File: src/rtl/etpu_wb_master.sv
// Wishbone classic-cycle initiator for the TPU slave window: streams weight and input
// words in as single writes, idles while the TPU runs, then reads back the results.
module etpu_wb_master #(
  parameter logic [31:0] BASE_ADDRESS = 32'h3000_0000,
  parameter int          N_WEIGHT     = 4,
  parameter int          N_INPUT      = 4,
  parameter int          N_RESULT     = 5,
  parameter int          RUN_WAIT     = 32,
  parameter int          TIMEOUT      = 255
) (
  input  logic        caravel_wb_clk_i,
  input  logic        caravel_wb_rst_i,
  input  logic        start_i,
  output logic        busy_o,
  output logic        done_o,
  output logic        err_o,
  input  logic [31:0] wr_data_i,
  input  logic        wr_valid_i,
  output logic        wr_ready_o,
  output logic [31:0] rd_data_o,
  output logic        rd_valid_o,
  output logic        wbm_cyc_o,
  output logic        wbm_stb_o,
  output logic        wbm_we_o,
  output logic [3:0]  wbm_sel_o,
  output logic [31:0] wbm_adr_o,
  output logic [31:0] wbm_dat_o,
  input  logic        wbm_ack_i,
  input  logic [31:0] wbm_dat_i
);

  localparam logic [2:0] S_IDLE  = 3'd0;
  localparam logic [2:0] S_FETCH = 3'd1;
  localparam logic [2:0] S_WR    = 3'd2;
  localparam logic [2:0] S_GAP   = 3'd3;
  localparam logic [2:0] S_WAIT  = 3'd4;
  localparam logic [2:0] S_RD    = 3'd5;
  localparam logic [2:0] S_RGAP  = 3'd6;

  localparam int N_WR = N_WEIGHT + N_INPUT;
  localparam int WC_W = $clog2(N_WR + 1);
  localparam int RC_W = $clog2(N_RESULT + 1);
  localparam int WT_W = $clog2(RUN_WAIT + 1);
  localparam int TO_W = $clog2(TIMEOUT + 1);

  localparam logic [WC_W-1:0] WC_END  = WC_W'(N_WR);
  localparam logic [RC_W-1:0] RC_END  = RC_W'(N_RESULT);
  localparam logic [WT_W-1:0] WT_LAST = WT_W'(RUN_WAIT - 1);
  localparam logic [TO_W-1:0] TO_LAST = TO_W'(TIMEOUT - 1);

  logic [2:0]      state;
  logic [WC_W-1:0] wc;
  logic [RC_W-1:0] rc;
  logic [WT_W-1:0] wt;
  logic [TO_W-1:0] tcnt;
  logic            bus_active;

  // Bus strobes decode straight from state so an abort or reset drops them at once.
  assign bus_active = (state == S_WR) || (state == S_RD);
  assign wbm_cyc_o  = bus_active;
  assign wbm_stb_o  = bus_active;
  assign wbm_we_o   = (state == S_WR);
  assign wbm_sel_o  = bus_active ? 4'hF : 4'h0;
  assign wbm_adr_o  = bus_active ? BASE_ADDRESS : 32'h0;
  assign wr_ready_o = (state == S_FETCH);
  assign busy_o     = (state != S_IDLE);

  always_ff @(posedge caravel_wb_clk_i or posedge caravel_wb_rst_i) begin
    if (caravel_wb_rst_i) begin
      state      <= S_IDLE;
      wc         <= '0;
      rc         <= '0;
      wt         <= '0;
      tcnt       <= '0;
      wbm_dat_o  <= '0;
      rd_data_o  <= '0;
      rd_valid_o <= 1'b0;
      done_o     <= 1'b0;
      err_o      <= 1'b0;
    end else begin
      // NOTE: non-blocking defaults first; the case arms below override them for one cycle.
      rd_valid_o <= 1'b0;
      done_o     <= 1'b0;
      err_o      <= 1'b0;
      case (state)
        S_IDLE: begin
          if (start_i) begin
            wc    <= '0;
            state <= S_FETCH;
          end
        end
        S_FETCH: begin
          if (wr_valid_i) begin
            wbm_dat_o <= wr_data_i;
            tcnt      <= '0;
            state     <= S_WR;
          end
        end
        S_WR, S_RD: begin
          if (wbm_ack_i) begin
            if (state == S_WR) begin
              wc    <= wc + WC_W'(1);
              state <= S_GAP;
            end else begin
              rd_data_o  <= wbm_dat_i;
              rd_valid_o <= 1'b1;
              rc         <= rc + RC_W'(1);
              state      <= S_RGAP;
            end
          end else if (tcnt == TO_LAST) begin
            err_o <= 1'b1;
            state <= S_IDLE;
          end else begin
            tcnt <= tcnt + TO_W'(1);
          end
        end
        // The gap cycle lets the slave's registered ack clear before the next strobe.
        S_GAP: begin
          if (wc < WC_END) begin
            state <= S_FETCH;
          end else begin
            wt    <= '0;
            state <= S_WAIT;
          end
        end
        S_WAIT: begin
          if (wt == WT_LAST) begin
            rc    <= '0;
            tcnt  <= '0;
            state <= S_RD;
          end else begin
            wt <= wt + WT_W'(1);
          end
        end
        S_RGAP: begin
          if (rc < RC_END) begin
            tcnt  <= '0;
            state <= S_RD;
          end else begin
            done_o <= 1'b1;
            state  <= S_IDLE;
          end
        end
        default: state <= S_IDLE;
      endcase
    end
  end

endmodule

File: config.mk
export PLATFORM = sky130hd
export DESIGN_NAME = etpu_wb_master
export DESIGN_NICKNAME = d
export VERILOG_FILES = /design/src/rtl/etpu_wb_master.sv
export SDC_FILE = /design/constraint.sdc
export NUM_CORES = 1
export LEC_CHECK = 0
export BUFFER_PORTS_ARGS = -buffer_cell sky130_fd_sc_hd__buf_2
export CORE_ASPECT_RATIO = 0.75
export CORE_UTILIZATION = 50
export CTS_CLUSTER_SIZE = 25
export DETAILED_ROUTE_END_ITERATION = 10
export GPL_TIMING_DRIVEN = 0
export HOLD_SLACK_MARGIN = 0.12
export MAX_ROUTING_LAYER = met4
export PLACE_DENSITY = 0.82
export SLEW_MARGIN = 20
export SYNTH_ARGS = -nofsm -noshare
export SYNTH_HDL_FRONTEND = slang
export SYNTH_SLANG_ARGS = --single-unit
File: constraint.sdc
create_clock -name caravel_wb_clk_i -period 8.4 [get_ports caravel_wb_clk_i]
set_input_delay 1.26 -clock caravel_wb_clk_i [delete_from_list [all_inputs] [get_ports caravel_wb_clk_i]]
set_output_delay 1.26 -clock caravel_wb_clk_i [all_outputs]
set_load 0.01 [all_outputs]
======== Yosys cells after proc, flatten, opt, wreduce, memory -nomap -nowiden ========
Index checks and enable logic that the tools add are counted.
storage, ports and cells
  logic and storage cells ................. 88
  bits in latches ......................... 0
  memories ................................ 0
  bits in read-only memories .............. 0
  output and inout bits ................... 108
  memory bits (writable) .................. 0
  register bits ........................... 91
cells by class
  shifts and indexed selects .............. 0
  multiply operators ...................... 0
  bitwise logic cells ..................... 1
  mux-type cells .......................... 36
  divide/modulo/power cells ............... 0
  order comparisons ....................... 2
  equal/unequal tests ..................... 20
  add/sub/neg operators ................... 4
  reductions and logical operators ........ 15
operator list
  operator                                        count
  two-way mux 8 bit                               5
  two-way mux 3 bit                               11
  one-hot mux 8 bit (4 select lines)              1
  two-way mux 30 bit                              1
  != test 2 bit (second input constant)           11
  one-hot mux 3 bit (6 select lines)              1
  two-way mux 4 bit                               4
  two-way mux 6 bit                               2
  one-hot mux 6 bit (2 select lines)              1
  AND reduction 4 bit                             3
  == test 3 bit (second input constant)           3
  adder 8 x 1 -> 8 bit (second input constant)    1
  == test 8 bit (second input constant)           1
  two-way mux 1 bit                               8
  one-hot mux 4 bit (2 select lines)              1
  adder 6 x 1 -> 6 bit (second input constant)    1
  == test 3 x 2 -> 1 bit (second input constant)  2
  == test 6 x 5 -> 1 bit (second input constant)  1
  one-hot mux 3 bit (2 select lines)              1
  AND reduction 3 bit                             2
  AND reduction 6 bit                             1
  nonzero test 2 bit                              3
  adder 4 x 1 -> 4 bit (second input constant)    1
  < comparator 4 bit (second input constant)      1
  11 further kinds                                11

======== Logic depth before layout (Yosys ltp) ========
Gate-level depths: netlist of run 1.
  depth in word-level cells ............... 4
  gate-level depth with buffers ........... 8
  gate-level depth less buffers ........... 7

======== Worst setup path after synthesis of run 1 ========
OpenSTA, ideal clock, no wires.
  path type ............................... register -> output
  start point ............................. register state[1]
  end point ............................... output wbm_adr_o[28]
  setup slack ............................. 5.955 ns
  cell stages (with the launch flop) ...... 5
  arrival ................................. 1.185 ns
  cells stage by stage .................... dfrtp_1 > and2b_4 > a22oi_2 > inv_2 > buf_4
on the way
  word-level cells in the longest chain between the ends .. 3
  elaborated cells on any way between the ends .. 4
RTL lines
  element                                                         RTL line  text
  from (decl)                                                     51        logic [2:0] state;
  from (signal assigned)                                          70        state <= S_IDLE;
  from (signal assigned)                                          89        state <= S_FETCH;
  from (signal assigned)                                          96        state <= S_WR;
  == test 3 x 2 -> 1 bit / == test 3 bit (equally long branches)  59        assign bus_active = (state == S_WR) || (state == S_RD);
  logical OR 1 bit (*)                                            59
  via wbm_cyc_o                                                   22        output logic wbm_cyc_o,
  two-way mux 30 bit (*)                                          64        assign wbm_adr_o = bus_active ? BASE_ADDRESS : 32'h0;
  to (decl)                                                       26        output logic [31:0] wbm_adr_o,
The timed path passes the listed nets; every way through them passes the cells marked *.

======== Final worst setup path of run 1 ========
  start point ............................. register state[1]
  end point ............................... output wbm_adr_o[29]
on the way
  word-level cells in the longest chain between the ends .. 3
  elaborated cells on any way between the ends .. 4
RTL lines
  element                                                         RTL line
  == test 3 x 2 -> 1 bit / == test 3 bit (equally long branches)  59
  logical OR 1 bit (*)                                            59
  two-way mux 30 bit (*)                                          64
Every way passes the cells marked *; elsewhere a longest branch is shown, timed or not.

==> results.cfg, run 1 <==
[placement]
globalplace.congestion = 0.869
dp_hpwl_um = 6870
port_buffers = 145

[timing]
rsz0062_at_grt = no
tns_ps = 0
finClkSkew_ps = 8.51
drv_slew = 0
worst_pin_slew_ps = 586
period_minus_slack_ps = 3040
max_slew_margin_pct = 61.0
fmax_mhz = 329
finalSetupViolCount = 0
finalCritPeriodShare_pct = 36.2
hold_viol_final = 0

[die]
core_area_um2 = 7990
fp.dieH_um = 81.1
start_util_pct = 52.2
die_x_um = 107
ioPinCount = 177
num_rows = 28
dieArea_um2 = 8710

[critical_path]
arrival_ps = 1780
crit_chain = and2b_4 > a22oi_2 > inv_2 > buf_4 > buf_2
crit_slowest_cell = dfrtp_1
reg2reg_depth = 6
start_kind = register
endpoint_kind = output pin
cp_slowest_stage_delay_ps = 420
critPathMaxFanout = 11
crit_type = reg -> out
worstPathRequired_ps = 7140

[global_route]
use_met2_pct = 35.5
grt_start_max_net_pins = 48
grt_pass1_wl_um = 13600
antenna_found_initial = 0
busiest_layer = met2
gr-total-overflow = 0
grt_pass1_vias = 2834
grt_use_total_pct = 21.1
use_met1_pct = 24.8
use_met3_pct = 6.02

[synth]
synth.largest_area_cell = dfrtp_1
ys_seq_area_share_pct = 54.6
synthSimpleGateAreaFrac_pct = 7.47
synth_seq_cells = 91
synth_most_common_cell = dfrtp_1
async_reset_ff_share_pct = 100
yosys-top-cells-area = dfrtp_1, mux2_2, buf_4
synth_top_family_by_area = multiplexers
synth_edf_count = 0
synth_top_area_share_pct = 54.6
syn_avg_cell_area_um2 = 12.2
ys.warnings.count = 0
muxShareOfSynthArea_pct = 18.3
yosys-top-cells-count = dfrtp_1, mux2_2, buf_4
synthDistinctLibCells = 43
synth_fa_ha_area_share_pct = 1.50
synth_compound_area_share_pct = 7.83
synthCells = 342
synthesis.area_um2 = 4170
synth-xor-area-share_pct = 0.840
synth-main-ff-cell = dfrtp_1

[finish]
synthToLayoutAreaGrowth_pct = 29.4
antennaDiodeCount = 0
multi_input_area_um2 = 1610
nFillCells = 605
nNetsFinal = 602
drive_gt1_share_pct = 52.0
seq_area_um2 = 2280

[worst_hold_path]
worstHoldPathType = reg -> reg
hold_depth = 1

[drt]
routed_wl_um = 8980
vias = 3121
drtIter0Drc = 140
via_per_inst = 4.89
route.detailed.drc = 0
ant_nets = 0
avgRoutedWirePerCell_um = 14.1
first_pass_iters = 4

[clock_tree]
cts.sinks = 91
cts_tree = done
cts.repair.resized = 0
clock_path_buffers = 2
clock_latency_ps = 350
cts_root_buffer = clkbuf_8
post-cts-setup-buffers = 0
cts_made_buffers = 9
htree_levels = 3
clkTransAtPathRegs_ps = 90
postCtsHoldBufs = 0

[job]
max_cap_violations = 0

[pwr]
totalPowerFinal_w = 0.00135
power.density_nw_per_um2 = 250
p_leak_nw = 2.92
peakVddDrop_uv = 169

[run_status]
outcome = finished clean
stage by stage:
| stage | cells | util [%] | instance area, um2 | hold WS [ps] | setup slack [ps] |
|---|---|---|---|---|---|
| after CTS | 638 | 67.5 | 5400 | 487 | 5340 |
| after floorplan | 371 | - | 4280 | 438 | 4780 |
| after global routing | 638 | 67.5 | 5400 | 519 | 5220 |
| after global placement | 621 | 64.3 | 5140 | 460 | 3830 |
| after detailed placement | 622 | 64.7 | 5170 | 468 | 5710 |
| final | 638 | 67.5 | 5400 | 486 | 5360 |
registers in the layout (all words and copies together) (netlist names), 3 cells and up:
name / flops
wt: 6
wbm_dat_o: 32
rd_data_o: 32
rc: 3
wc: 4
state: 3
tcnt: 8
worst max-delay path, delay by kind of cell, from the launching register on:
kind                   cells  cell delay (ps)
AO/OA/AOI/OAI              1              310
buffers and inverters      3              450
flip-flops                 1              420
AND/OR/NAND/NOR            1              250
path summary, 6_finish.rpt:
path	start	end	slack [ps]
worst max-delay path	state[1]	wbm_adr_o[29]	5360
worst min-delay path	wc[2]	wc[2]	490
worst max register to register	state[0]	wbm_dat_o[28]	6460
worst min register to register	wc[2]	wc[2]	490
max in group asynchronous	caravel_wb_rst_i	wt[1]	6810
min in group asynchronous	caravel_wb_rst_i	rd_data_o[1]	970
routing by layer:
layer,up-vias,wire (um)
met2,118,4530
li1,1507,-
met4,0,79
met5,-,0
met3,4,601
met1,1492,3760
cell type report:
class                   count  share of cell area (%)
flip-flops and latches     91                    42.2
well taps                 105                    2.44
inverters                  12                   0.881
clock inverters             6                    1.88
clock buffers              10                    2.37
multi-input cells         218                    29.9
plain buffers              50                    6.40
repair buffers            146                    14.0
cells in the final DEF (no fill, tap or decap), drive strengths merged, types with 9 or more instances in the layout:
| cell | netlist | layout |
|---|---|---|
| mux2 | 66 | 66 |
| dfrtp | 91 | 91 |
| nand2 | 23 | 23 |
| o21ai | 15 | 15 |
| nand3 | 12 | 12 |
| a21oi | 10 | 10 |
| clkbuf | 4 | 14 |
| nor2 | 9 | 9 |
| buf | 46 | 192 |
| conb | 1 | 30 |
| inv | 12 | 12 |
logic make-up (layout without fill, tap and decap cells):
kind of cell / Yosys count / count (layout)
flops: 91 / 91
mux: 68 / 68
simple gates: 64 / 64
buf+inv: 62 / 224
compound gates: 47 / 47
fa+ha+maj: 5 / 5
xor+xnor: 4 / 4
other cells: 1 / 30
power breakdown:
group	internal (W)	switching (W)	total [W]
combinational	0.000218	0.000227	0.000445
sequential	0.000529	0.0000459	0.000574
clock	0.000171	0.000161	0.000332
Note: power is estimated with default switching activity, not from simulation.
==> run 2: changes to the inputs <==
--- a/config.mk
+++ b/config.mk
@@ -7,13 +7,13 @@
 export LEC_CHECK = 0
 export BUFFER_PORTS_ARGS = -buffer_cell sky130_fd_sc_hd__buf_2
 export CORE_ASPECT_RATIO = 0.75
-export CORE_UTILIZATION = 50
+export CORE_UTILIZATION = 43
 export CTS_CLUSTER_SIZE = 25
 export DETAILED_ROUTE_END_ITERATION = 10
 export GPL_TIMING_DRIVEN = 0
 export HOLD_SLACK_MARGIN = 0.12
 export MAX_ROUTING_LAYER = met4
-export PLACE_DENSITY = 0.82
+export PLACE_DENSITY = 0.75
 export SLEW_MARGIN = 20
 export SYNTH_ARGS = -nofsm -noshare
 export SYNTH_HDL_FRONTEND = slang
==> constraint.sdc (replaced) <==
create_clock -name caravel_wb_clk_i -period 2.5 [get_ports caravel_wb_clk_i]
set_input_delay 0.375 -clock caravel_wb_clk_i [delete_from_list [all_inputs] [get_ports caravel_wb_clk_i]]
set_output_delay 0.375 -clock caravel_wb_clk_i [all_outputs]
set_load 0.01 [all_outputs]
==> run 2 against run 1 <==
Register-to-register slack got worse by 5900 ps; count of clock-buffer cells in the layout did not move; worst setup slack lost 5000 ps; sequential share of layout area is 1.0 points lower; first-iteration DRC count fell by 36%; critical endpoint unchanged; die area up 16%; via count fell by 0.32%; clock skew is 1.2 ps lower; global-route usage fell by 2.4 points; highest routed layer unchanged; combinational power grew to 3.3 times the previous value.
==> results.cfg, run 2 (synthesis gave the netlist of run 1 again) <==
[run_status]
outcome = finished clean

[clock_tree]
clkTransAtPathRegs_ps = 70
clock_latency_ps = 340
cts_tree = done
clock_path_buffers = 2
post-cts-setup-buffers = 0
cts_root_buffer = clkbuf_16
cts.sinks = 91
htree_levels = 3
cts_made_buffers = 9

[finish]
multi_input_area_um2 = 1610
antennaDiodeCount = 0
seq_area_um2 = 2280
drive_gt1_share_pct = 52.1
nFillCells = 815
synthToLayoutAreaGrowth_pct = 32.6
layoutNonFillerInstCount = 664
nNetsFinal = 605
layout_common_cells = buf_2, dfrtp_1, mux2_2, buf_4, conb_1
layout_commonest_cell = buf_2
largestRegisters = rd_data_o: 32 flops, wbm_dat_o: 32 flops, tcnt: 8 flops
fin_area_um2 = 5530

[die]
dieArea_um2 = 10100
fp.dieH_um = 87.3
core_area_um2 = 9230
die_x_um = 116
ioPinCount = 177
start_util_pct = 45.2
num_rows = 30

[placement]
globalplace.congestion = 0.867
placed_cell_area_um2 = 5240
dp.cells = 647
port_buffers = 145
dp_hpwl_um = 6910

[timing]
max_slew_margin_pct = 61.6
whs_ps = 265
finClkSkew_ps = 7.32
tns_ps = 0
hold_viol_final = 0
rsz0062_at_grt = no
worst_pin_slew_ps = 575
period_minus_slack_ps = 2170
drv_slew = 0
finalCritPeriodShare_pct = 86.7
fmax_mhz = 461
finalSetupViolCount = 0

[critical_path]
arrival_ps = 1790
worstPathRequired_ps = 2120
cp_slowest_stage_delay_ps = 430
cp_top_family = buffers and inverters
crit_type = reg -> out
critPathMaxFanout = 11
crit_slowest_cell = dfrtp_1
endpoint_kind = output pin
worst-path-buf-inv = 3
start_kind = register
crit_chain = and2b_4 > a22oi_2 > inv_2 > buf_4 > buf_2

[drt]
first_pass_iters = 4
avgRoutedWirePerCell_um = 13.3
route.detailed.drc = 0
via_per_inst = 4.69
ant_nets = 0
routed_wl_um = 8850
drtIter0Drc = 90
vias = 3111

[global_route]
grt_pass1_vias = 3038
grt_start_max_net_pins = 27
grt_pass1_wl_um = 14200
grt_use_total_pct = 18.8
gr-total-overflow = 0
antenna_found_initial = 0

[pwr]
p_switching_w = 0.00147
p_leak_nw = 2.97
p_seq_share_pct = 41.4
p_int_w = 0.00320
totalPowerFinal_w = 0.00467
swShare_pct = 31.5
peakVddDrop_uv = 460
clock_power_share_pct = 26.8
power.density_nw_per_um2 = 845
p_comb_share_pct = 31.8

[worst_hold_path]
worstHoldPathType = in -> reg

[job]
max_cap_violations = 0
run 2: cell count changes in the layout (fill, tap and decap cells not counted), sizes merged:
cell | previous run | this run
dlygate4sd3 | 0 | 1
inv | 12 | 14
clkinv | 3 | 1
buf | 192 | 194
clkinvlp | 1 | 3
bufinv | 2 | 0
run 2: worst paths after layout:
kind | endpoint | cells past startpoint | start | slack (ps)
setup / recovery | wbm_adr_o[29] | 5 | state[2] | 330
hold / removal | rd_data_o[9] | 2 | wbm_dat_i[9] | 260
setup reg to reg | wbm_dat_o[6] | 6 | state[0] | 530
hold reg to reg | wc[2] | 1 | wc[2] | 490
max in group asynchronous | rd_data_o[3] | 4 | caravel_wb_rst_i | 1330
min in group asynchronous | tcnt[2] | 3 | caravel_wb_rst_i | 640
run 2: cell type report:
cell class              count  area share [%]
plain buffers              50            6.25
flip-flops and latches     91            41.2
inverters                  12           0.883
clock buffers              10            4.14
repair buffers            149            14.7
clock inverters             6           0.837
multi-input cells         218            29.1
well taps                 128            2.90
run 2: what timing repair did:
item,in CTS,in global routing
setup endpoints to repair,0,0
hold buffers,1,0
gates resized for setup,0,0
endpoints found under the hold margin,18,0
run 2: worst reg2reg max path, cell delays in order, from the launching register on:
cell and delay (ps):
dfrtp_1 320, buf_2 170, nor3b_2 300, and2_1 200
clkbuf_1 250, buf_4 250, mux2_2 360
run 2: power groups by stage:
stage / Clock [W] / Combinational, W / Sequential (W)
6_report: 0.00125 / 0.00149 / 0.00194
5_1_grt: 0.00135 / 0.00165 / 0.00198
4_1_cts: 0.00129 / 0.00150 / 0.00194
3_5_place_dp: 0 / 0.00149 / 0.00196
3_3_place_gp: 0 / 0.00145 / 0.00194
2_1_floorplan: 0 / 0.000815 / 0.00209
run 2: stage by stage:
step	utilization [%]	setup slack [ps]
after global routing	59.9	220
after detailed placement	56.8	533
after floorplan	-	754
after global placement	56.0	479
after CTS	59.9	325
final	59.9	331
run 2: metal layers:
layer  track usage, %  vias to the layer above  part of all wire, %  wire length (um)
li1                 -                     1518                    -                 -
met1             22.1                     1466                   43              3810
met2             31.9                      114                   50              4390
met3             5.29                       13                  6.4               565
met4             4.43                        0                 0.99                88
met5                -                        -                    0                 0
